`src/rtl/quant_pkg.sv`:
```
// Shared definitions for the JPEG quantization row sequencer.
// Holds coefficient/result widths, the row-index width, the FSM state type,
// the 8x8 quantization multiplier table and the output saturation helper.
package quant_pkg;

  localparam int COEF_W = 8;               // signed input coefficient width
  localparam int OUT_W  = 9;               // signed saturated result width
  localparam int Q_W    = 7;               // unsigned table entry width
  localparam int NUM_EL = 8;               // coefficients per row / rows per block
  localparam int IDX_W  = 3;               // row / element index width
  localparam int PROD_W = COEF_W + Q_W;    // signed product width

  typedef enum logic {
    S_IDLE     = 1'b0,                     // row_idx == 0
    S_IN_BLOCK = 1'b1                      // row_idx in 1..7
  } state_e;

  // Table holds multipliers (not divisors); row r applies to row r of a block.
  localparam logic [Q_W-1:0] QTABLE [NUM_EL][NUM_EL] = '{
    '{7'h20, 7'h0B, 7'h0C, 7'h08, 7'h05, 7'h03, 7'h02, 7'h02},
    '{7'h0A, 7'h0A, 7'h09, 7'h06, 7'h04, 7'h02, 7'h02, 7'h02},
    '{7'h09, 7'h09, 7'h08, 7'h05, 7'h03, 7'h02, 7'h01, 7'h02},
    '{7'h09, 7'h07, 7'h05, 7'h04, 7'h02, 7'h01, 7'h01, 7'h02},
    '{7'h07, 7'h05, 7'h03, 7'h02, 7'h01, 7'h01, 7'h01, 7'h01},
    '{7'h05, 7'h03, 7'h02, 7'h02, 7'h01, 7'h01, 7'h01, 7'h01},
    '{7'h02, 7'h02, 7'h01, 7'h01, 7'h01, 7'h01, 7'h01, 7'h01},
    '{7'h01, 7'h01, 7'h01, 7'h01, 7'h01, 7'h01, 7'h01, 7'h01}
  };

  localparam logic signed [PROD_W-1:0] SAT_MAX = PROD_W'(255);
  localparam logic signed [PROD_W-1:0] SAT_MIN = PROD_W'(-256);

  // Clamp a signed product into the 9-bit signed output range.
  function automatic logic [OUT_W-1:0] sat9(input logic signed [PROD_W-1:0] p);
    if (p > SAT_MAX)      return 9'h0FF;
    else if (p < SAT_MIN) return 9'h100;
    else                  return p[OUT_W-1:0];
  endfunction

endpackage

```
`src/rtl/quant_row_mult.sv`:
```
// Combinational row quantizer: multiplies each of the 8 signed coefficients
// by the table entry for (row_idx, element) and saturates to 9 bits.
// Ports:
//   row_idx_i  row index within the block, selects the table row
//   in_data_i  8 signed coefficients, element 0 in the MSBs
//   prod_o     8 saturated signed results, element 0 in the MSBs
module quant_row_mult
  import quant_pkg::*;
(
  input  logic [IDX_W-1:0]         row_idx_i,
  input  logic [NUM_EL*COEF_W-1:0] in_data_i,
  output logic [NUM_EL*OUT_W-1:0]  prod_o
);

  for (genvar i = 0; i < NUM_EL; i++) begin : g_el
    logic signed [COEF_W-1:0] coef;
    logic signed [PROD_W-1:0] prod;
    assign coef = in_data_i[(NUM_EL-1-i)*COEF_W +: COEF_W];
    // Zero-extend the unsigned table entry so the multiply stays signed.
    assign prod = PROD_W'(coef) * PROD_W'($signed({1'b0, QTABLE[row_idx_i][i]}));
    assign prod_o[(NUM_EL-1-i)*OUT_W +: OUT_W] = sat9(prod);
  end

endmodule

```
`src/rtl/quant_row_sequencer.sv`:
```
// Row-level controller for the JPEG quantization stage.
// Accepts 8-coefficient rows over valid/ready, tracks the row index within
// the 8-row block, quantizes via quant_row_mult and holds one registered
// output row with sof/eof framing. Single output register, no skid buffer.
// Ports:
//   clk, reset              clock; asynchronous active-high reset
//   flush                   synchronous abort of the current block
//   in_valid/in_ready/in_data    input row handshake, 8 x signed COEF_W
//   out_valid/out_ready/out_data output row handshake, 8 x signed OUT_W
//   out_sof/out_eof         output row is row 0 / row 7 of a block
//   busy                    block partially accepted (row_idx != 0)
//   blk_count               blocks whose eof row was handed off (wraps)
module quant_row_sequencer #(
  parameter int COEF_W    = 8,
  parameter int OUT_W     = 9,
  parameter int BLK_CNT_W = 16
) (
  input  logic                 clk,
  input  logic                 reset,
  input  logic                 flush,
  input  logic                 in_valid,
  output logic                 in_ready,
  input  logic [8*COEF_W-1:0]  in_data,
  output logic                 out_valid,
  input  logic                 out_ready,
  output logic [8*OUT_W-1:0]   out_data,
  output logic                 out_sof,
  output logic                 out_eof,
  output logic                 busy,
  output logic [BLK_CNT_W-1:0] blk_count
);
  import quant_pkg::*;

  state_e                 state_q;
  logic [IDX_W-1:0]       row_idx_q, row_idx_d;
  logic                   out_valid_q, sof_q, eof_q;
  logic [8*OUT_W-1:0]     out_data_q, prod;
  logic [BLK_CNT_W-1:0]   blk_count_q;
  logic                   accept, handoff;

  quant_row_mult u_mult (
    .row_idx_i (row_idx_q),
    .in_data_i (in_data),
    .prod_o    (prod)
  );

  // The output register can take a new row if empty or draining this cycle.
  assign in_ready  = !flush && (!out_valid_q || out_ready);
  assign accept    = in_valid && in_ready;
  assign handoff   = out_valid_q && out_ready;
  assign row_idx_d = row_idx_q + 1'b1;   // 3-bit wrap 7 -> 0

  always_ff @(posedge clk or posedge reset) begin
    if (reset) begin
      state_q     <= S_IDLE;
      row_idx_q   <= '0;
      out_valid_q <= 1'b0;
      out_data_q  <= '0;
      sof_q       <= 1'b0;
      eof_q       <= 1'b0;
      blk_count_q <= '0;
    end else if (flush) begin
      // Flush dominates: drop the pending row without counting its handoff.
      state_q     <= S_IDLE;
      row_idx_q   <= '0;
      out_valid_q <= 1'b0;
    end else begin
      if (handoff && eof_q) blk_count_q <= blk_count_q + 1'b1;
      if (accept) begin
        out_data_q  <= prod;
        sof_q       <= (row_idx_q == 3'd0);
        eof_q       <= (row_idx_q == 3'd7);
        out_valid_q <= 1'b1;
        row_idx_q   <= row_idx_d;
        state_q     <= (row_idx_d == 3'd0) ? S_IDLE : S_IN_BLOCK;
      end else if (handoff) begin
        out_valid_q <= 1'b0;
      end
    end
  end

  assign out_valid = out_valid_q;
  assign out_data  = out_data_q;
  assign out_sof   = sof_q;
  assign out_eof   = eof_q;
  assign busy      = (state_q == S_IN_BLOCK);
  assign blk_count = blk_count_q;

endmodule

```
`config.mk`:
```
export PLATFORM = sky130hd
export DESIGN_NAME = quant_row_sequencer
export DESIGN_NICKNAME = d
export VERILOG_FILES = /design/src/rtl/quant_pkg.sv /design/src/rtl/quant_row_mult.sv /design/src/rtl/quant_row_sequencer.sv
export SDC_FILE = /design/constraint.sdc
export NUM_CORES = 1
export LEC_CHECK = 0
export BUFFER_PORTS_ARGS = -buffer_cell sky130_fd_sc_hd__buf_2
export CAP_MARGIN = 25
export CORE_MARGIN = 5
export CORE_UTILIZATION = 44
export CTS_BUF_LIST = sky130_fd_sc_hd__clkbuf_16
export CTS_CLUSTER_SIZE = 8
export DETAILED_ROUTE_END_ITERATION = 8
export GPL_TIMING_DRIVEN = 1
export SETUP_SLACK_MARGIN = 0.02
export SYNTH_ARGS = -nofsm -noshare
export SYNTH_HDL_FRONTEND = slang
export SYNTH_SLANG_ARGS = --single-unit
```
`constraint.sdc`:
```
create_clock -name clk -period 6.8 [get_ports clk]
set_input_delay 0.68 -clock clk [delete_from_list [all_inputs] [get_ports clk]]
set_output_delay 0.68 -clock clk [all_outputs]
set_load 0.01 [all_outputs]
```
# Word level (Yosys, flattened, before mapping)
# Memory sizes are Yosys's and may differ from the RTL's.
# Index checks and enable logic that the tools add are counted.
# totals
ff_bits	95
romBits	448
inputBits	69
out_inout_bits	93
word_cells	77
n_memories	1
# classes
add_sub_neg	2
multipliers	8
n_lt_le_gt_ge	17
n_eq_ne	1
muxes	26
n_bitwise	2
n_reduce_logical	13
# mem_list
memory	depth	word_bits	read_ports	rd_clocked_by_memory_dff	wr	line_no	source
(name not given)	8	56	1	0	0	quant_row_mult.sv:20	assign prod = PROD_W'(coef) * PROD_W'($signed({1'b0, QTABLE[row_idx_i][i]}));
# ops
operator	count
2-to-1 mux 9 bit	16
greater-than comparator 15 x 9 -> 1 bit, second input constant	8
< comparator 15 x 9 -> 1 bit, second input constant	8
multiplier 8 x 8 -> 15 bit	8
2-to-1 mux 56 bit	2
adder 16 x 1 -> 16 bit, second input constant	1
logical NOT 3 bit	2
2-to-1 mux 1 bit	6
2-to-1 mux 3 bit	2
greater-or-equal comparator 4 bit, second input constant	1
logical AND 1 bit	4
inverter 3 -> 4 bit	1
AND reduction 2 bit	2
adder 3 x 1 -> 3 bit, second input constant	1
== test 3 bit, second input constant	1
nonzero test 3 bit	1
logical NOT 1 bit	2
nonzero test 2 bit	1
logical OR 1 bit	1
inverter 1 bit	1

# Logic depth before layout (Yosys ltp)
# depth
depth_word	8
depth_mapped	23

# Cells and area by module
# A second synthesis with hierarchy kept.
# unflattened
cells_unflattened	1530
area_unflattened_um2	14293.7
# by_module_without_submodules
module	n_inst	cells_per_inst	area_each_um2	seq_area_each_um2
quant_row_mult	1	1286	10209.8	0.0
quant_row_sequencer	1	244	4083.9	2377.3

# Worst setup path before layout
# Ideal clock, no wire load.
# synth_path
kind	register -> register
startpoint	reg row_idx_q[1]
endpoint	reg out_data_q[68] (netlist: out_data[68])
setup_ns	0.130
arrival_time_ns	5.313
required_time_ns	6.670
slack_ns	1.356
path_stages_with_launch	22
path_buffers	1
path_cell_list	dfrtp_1 > inv_1 > clkbuf_1 > ha_1 > or3_1 > o21ai_0 > nand2b_1 > fa_1 > inv_1 > fa_1 > inv_1 > fa_1 > inv_1 > ha_1 > and2_1 > nand2_1 > a21o_1 > and4b_1 > a2111oi_1 > nand4_2 > o211ai_1 > nand3_1
# synth_via
elab_chain_cells	8
word_cells_on_any_way	9
classes_between	mul (1); order compare (2); mux (4); bitwise (1); memory (1)
# synth_lines
item	line_no	source
start, declared	quant_row_sequencer.sv:35	logic [IDX_W-1:0] row_idx_q, row_idx_d;
start signal, assigned	quant_row_sequencer.sv:74	row_idx_q <= row_idx_d;
inverter 3 -> 4 bit (implied by the code) (*)	quant_row_mult.sv:20	
memory (8 x 56 bit) (*)	-	
2-to-1 mux 56 bit (*) (2 in series)	-	
multiplier 8 x 8 -> 15 bit (*)	quant_row_mult.sv:20	
< comparator 15 x 9 -> 1 bit	quant_pkg.sv:36	else if (p < SAT_MIN) return 9'h100;
2-to-1 mux 9 bit	quant_pkg.sv:36	
2-to-1 mux 9 bit (*)	quant_pkg.sv:35	if (p > SAT_MAX) return 9'h0FF;
end signal, assigned	quant_row_sequencer.sv:70	out_data_q <= prod;
end, declared	quant_row_sequencer.sv:37	logic [8*OUT_W-1:0] out_data_q, prod;
# Mark *: on every way between the ends. The rest lies on a longest branch, timed or not. The select of a mux whose other input is x is not followed.
# A chain may end at the register's enable or synchronous reset.

# Final worst setup path
# Ends and elaborated chain as after synthesis.

==> qor.tcl <==
set qor(outcome) {finished clean}
set qor(n_antenna_cell) 0
set qor(rows) 63
set qor(antenna_found_initial) 1
set qor(peak_per_stage_delay_on_the_critical_path_ns) 0.60
set qor(clk_transition_reported_paths_ns) 0.08
set qor(power_density_nw_per_um2) 274.3
set qor(fp.dieH_um) 183.8
set qor(power_frac_seq) 0.208
set qor(worst-path-stages) 19
set qor(synthTopCellsByArea) {ha_1, dfrtp_1, fa_1}
set qor(synth.ff_latch_count) 95
set qor(period_minus_slack_ns) 6.091
set qor(grt_pass1_wl_mm) 52.82
set qor(reg2reg_setup_slack_ns) 0.71
set qor(design.final.nets) 2070
set qor(synthesis.area_per_instance_um2) 8.770
set qor(cts_hold_buffers) 0
set qor(synth_top_area_frac) 0.2212
set qor(worst-path-max-fanout) 19
set qor(initial_standard_cell_utilization_of_the_core) 0.4474
set qor(worstPathBufferInverterCount) 3
set qor(p_leak_nw) 7.970
set qor(setup_viol) 0
set qor(placement.io_buffers) 161
set qor(timing.critical_path.slowest_stage_cell) {dfrtp_2}
set qor(critPathKind) {register to register}
set qor(drt_drc_violations_left) 0
set qor(post_cts_resized) 0
set qor(timing_worst_slew_pin_value_ns) 0.9699
set qor(relSlewSlack) 0.3466
set qor(drt_pre_antenna_iters) 5
set qor(cts_inserted_buffers) 9
set qor(internal_cell_power_mw) 2.152
set qor(gr-total-overflow) 0
set qor(hold_path.class) {input port to async pin}
set qor(grt_setup_unrepaired) {no}
set qor(ys_warn_count) 0
set qor(rr_startpoint) {row_idx_q[1]}
set qor(placed_cells_incl_taps) 2050
set qor(htree_num_levels) 3
set qor(crit_chain) {clkinvlp_4, ha_1, or3_1, o21ai_1, nor2b_1, fa_1, inv_1, fa_1, fa_1, inv_1, ha_1, a21oi_1, o21ai_1, a2111oi_2, nor2_1, a311oi_4, nand4_2, o211ai_1, nand3_1}
set qor(drv_slew) 0
set qor(route.detailed.vias_per_inst) 5.075
set qor(cp-start-kind) {register}
set qor(synth_async_sr_flop_share) 1.000
set qor(gp_routability_congestion) 0.8483
set qor(post_synth_instance_area_um2) 13300
set qor(worst_setup_path_end_kind) {register}
set qor(vdd.ir_drop.worst_mv) 0.1598
set qor(skew_ns) 0.01377
set qor(clkSinkCount) 95
set qor(ctsRootBufferMaster) {clkbuf_16}
set qor(stdcell_count) 2067
set qor(finalWirelength_mm) 30.95
set qor(fmax_mhz) 164.2
set qor(cts.path.max_buffers) 2
set qor(globalRouteTotalUtil) 0.1859
set qor(ios) 162
set qor(grt_start_max_net_pins) 65
set qor(regToRegEndpoint) {out_data[68]}
set qor(detailroute.via_count) 10490
set qor(timing.setup.tns_ns) 0
set qor(dieWidth_um) 183.8
set qor(drive_gt1_frac) 0.1360
set qor(fillCellCount) 2893
set qor(detail_route.iter0.violations) 416
set qor(cts_setup_buffers) 0
set qor(synth-edff-count) 0
set qor(yosys_most_used_dff) {dfrtp_1}
set qor(dpl.hpwl_mm) 25.30
set qor(drt-wirelength-per-cell_um) 14.97
set qor(vias_in_the_first_global_route) 10740
set qor(critical_path_required_ns) 7.03
set qor(synth_cell_type_count) 78
set qor(clock_tree_from_tritoncts) {built}
set qor(worst-r2r-cell-count) 19
set qor(worst-endpoint-arrival_ns) 6.32
set qor(later_pin_clock_latency_in_the_skew_report_ns) 0.36
set qor(pwr-share-comb) 0.662
set qor(max_cap_viol_count) 0
set qor(critPathTopFamily) {adder cells}
set qor(netSwitchingFraction) 0.4744
set qor(floorplan.die_area_um2) 33790
set qor(p_sw_mw) 1.942
set qor(detail-route-antenna-nets) 0
set qor(yosys.area.top_type) {ha_1}
set qor(area_delta_synth_final_pct) 12.23
set qor(seq_area_frac_synth) 0.1788
set qor(core_area_um2) 29720
set qor(timing.final.crit_share) 0.8958
set qor(synthCells) 1516
set qor(hold_fails_final_rpt) 0
set qor(worst_path_most_repeated_cell) {fa_1}
set qor(clock_power_share) 0.131
-- metrics by stage --
stage / setup WS, ns / instance area (um2) / total power [mW] / utilization / hold slack [ns]
final: 0.7086 / 14920 / 4.094 / 0.5021 / 0.3549
after global routing: 0.09504 / 14920 / 4.572 / 0.5021 / 0.4013
after detailed placement: 0.3254 / 14580 / 3.556 / 0.4908 / 0.4580
after global placement: 0.5057 / 14580 / 3.523 / 0.4908 / 0.4522
after CTS: 0.2871 / 14890 / 4.132 / 0.5011 / 0.3758
after floorplan: 1.356 / 13300 / 2.855 / - / 0.5039
-- flip-flops by register name (all words and copies together), names as in the netlist --
register / flops
blk_count: 16
busy: 1
out_data: 72
out_eof: 1
out_sof: 1
out_valid: 1
row_idx_q: 3
-- power by group through the flow --
stage	Clock (mW)	Combinational [mW]	Sequential (mW)
after global routing	0.574	3.12	0.878
after global placement	0	2.66	0.859
after CTS	0.559	2.72	0.852
after floorplan	0	1.93	0.928
final	0.535	2.71	0.851
after detailed placement	0	2.70	0.860
-- worst max-delay path by stage --
stage	from	end	slack, ns
global placement	row_idx_q[1]	out_data[61]	0.51
finish	row_idx_q[1]	out_data[68]	0.71
global route	row_idx_q[1]	out_data[68]	0.1
floorplan	row_idx_q[1]	out_data[68]	1.36
detailed placement	row_idx_q[1]	out_data[68]	0.33
CTS	row_idx_q[1]	out_data[68]	0.29
-- per-layer routing --
layer / vias up / track usage / routed length (um)
li1: 5386 / - / -
met1: 4926 / 0.2697 / 15560
met2: 153 / 0.3018 / 13960
met3: 22 / 0.02671 / 1093
met4: 2 / 0.02958 / 328
met5: - / 0 / 11
-- cell usage in the layout, fill, tap and decap left out, drive strengths merged, types with 5 or more instances in the layout --
cell type,instances
nand4,11
o211ai,20
and3,32
or4,5
a21o,27
a211o,8
nand3,15
mux2,5
fa,94
o21a,14
nor2b,36
clkbuf,9
a31oi,9
o21ai,26
and2,125
buf,171
xor2,28
a22oi,5
dfrtp,95
mux2i,13
a21oi,71
nand2,107
a211oi,12
inv,248
or3,9
or2,6
a2111oi,7
nand3b,7
nor2,96
o31ai,6
nor3,21
xnor2,36
ha,235
-- cell type report --
cell class	instances	area (um2)	area share
inverters	246	929.6	0.06230
repair inverters	1	5.005	0.0003354
repair buffers	171	893.4	0.05987
clock buffers	9	225.2	0.01509
multi-input cells	1148	9921	0.6649
clock inverters	7	81.33	0.005450
well taps	390	488.0	0.03270
flip-flops and latches	95	2379	0.1594
-- worst reg2reg max path, cell delays in order (launching register included) --
cell        delay (ns)
dfrtp_2           0.60
clkinvlp_4        0.32
ha_1              0.31
or3_1             0.35
o21ai_1           0.32
nor2b_1           0.14
fa_1              0.50
inv_1             0.05
fa_1              0.46
fa_1              0.54
inv_1             0.04
ha_1              0.35
a21oi_1           0.18
o21ai_1           0.12
a2111oi_2         0.45
nor2_1            0.17
a311oi_4          0.48
nand4_2           0.30
o211ai_1          0.19
nand3_1           0.09
-- cells in the mapped netlist, types with 5 or more instances --
cell / n
a211o_1: 8
a211oi_1: 11
a21o_1: 27
a21oi_1: 69
a22oi_1: 5
a31oi_1: 9
and2_1: 125
and3_1: 32
clkbuf_1: 27
dfrtp_1: 95
fa_1: 94
ha_1: 235
inv_1: 245
mux2_2: 5
mux2i_1: 13
nand2_1: 107
nand3_1: 14
nand3b_1: 7
nand4_1: 10
nor2_1: 96
nor2b_1: 36
nor3_1: 21
o211ai_1: 20
o21a_1: 14
o21ai_0: 23
o31ai_1: 5
or2_2: 6
or3_1: 9
xnor2_1: 36
xor2_1: 28
-- logic make-up (layout without fill, tap and decap cells) --
kind of cell               after synthesis  after routing  synth area share
other                                    2              4         0.0005649
and+or+nand+nor                        485            485            0.1909
muxes                                   18             18           0.01402
DFF                                     95             95            0.1788
xor gates and xnor gates                64             64           0.04216
AOI/OAI and AO/OA                      248            248            0.1332
buffers and inverters                  275            434           0.07773
adders and majority gates              329            329            0.3627
No activity file was read; power rests on OpenSTA's default activity.
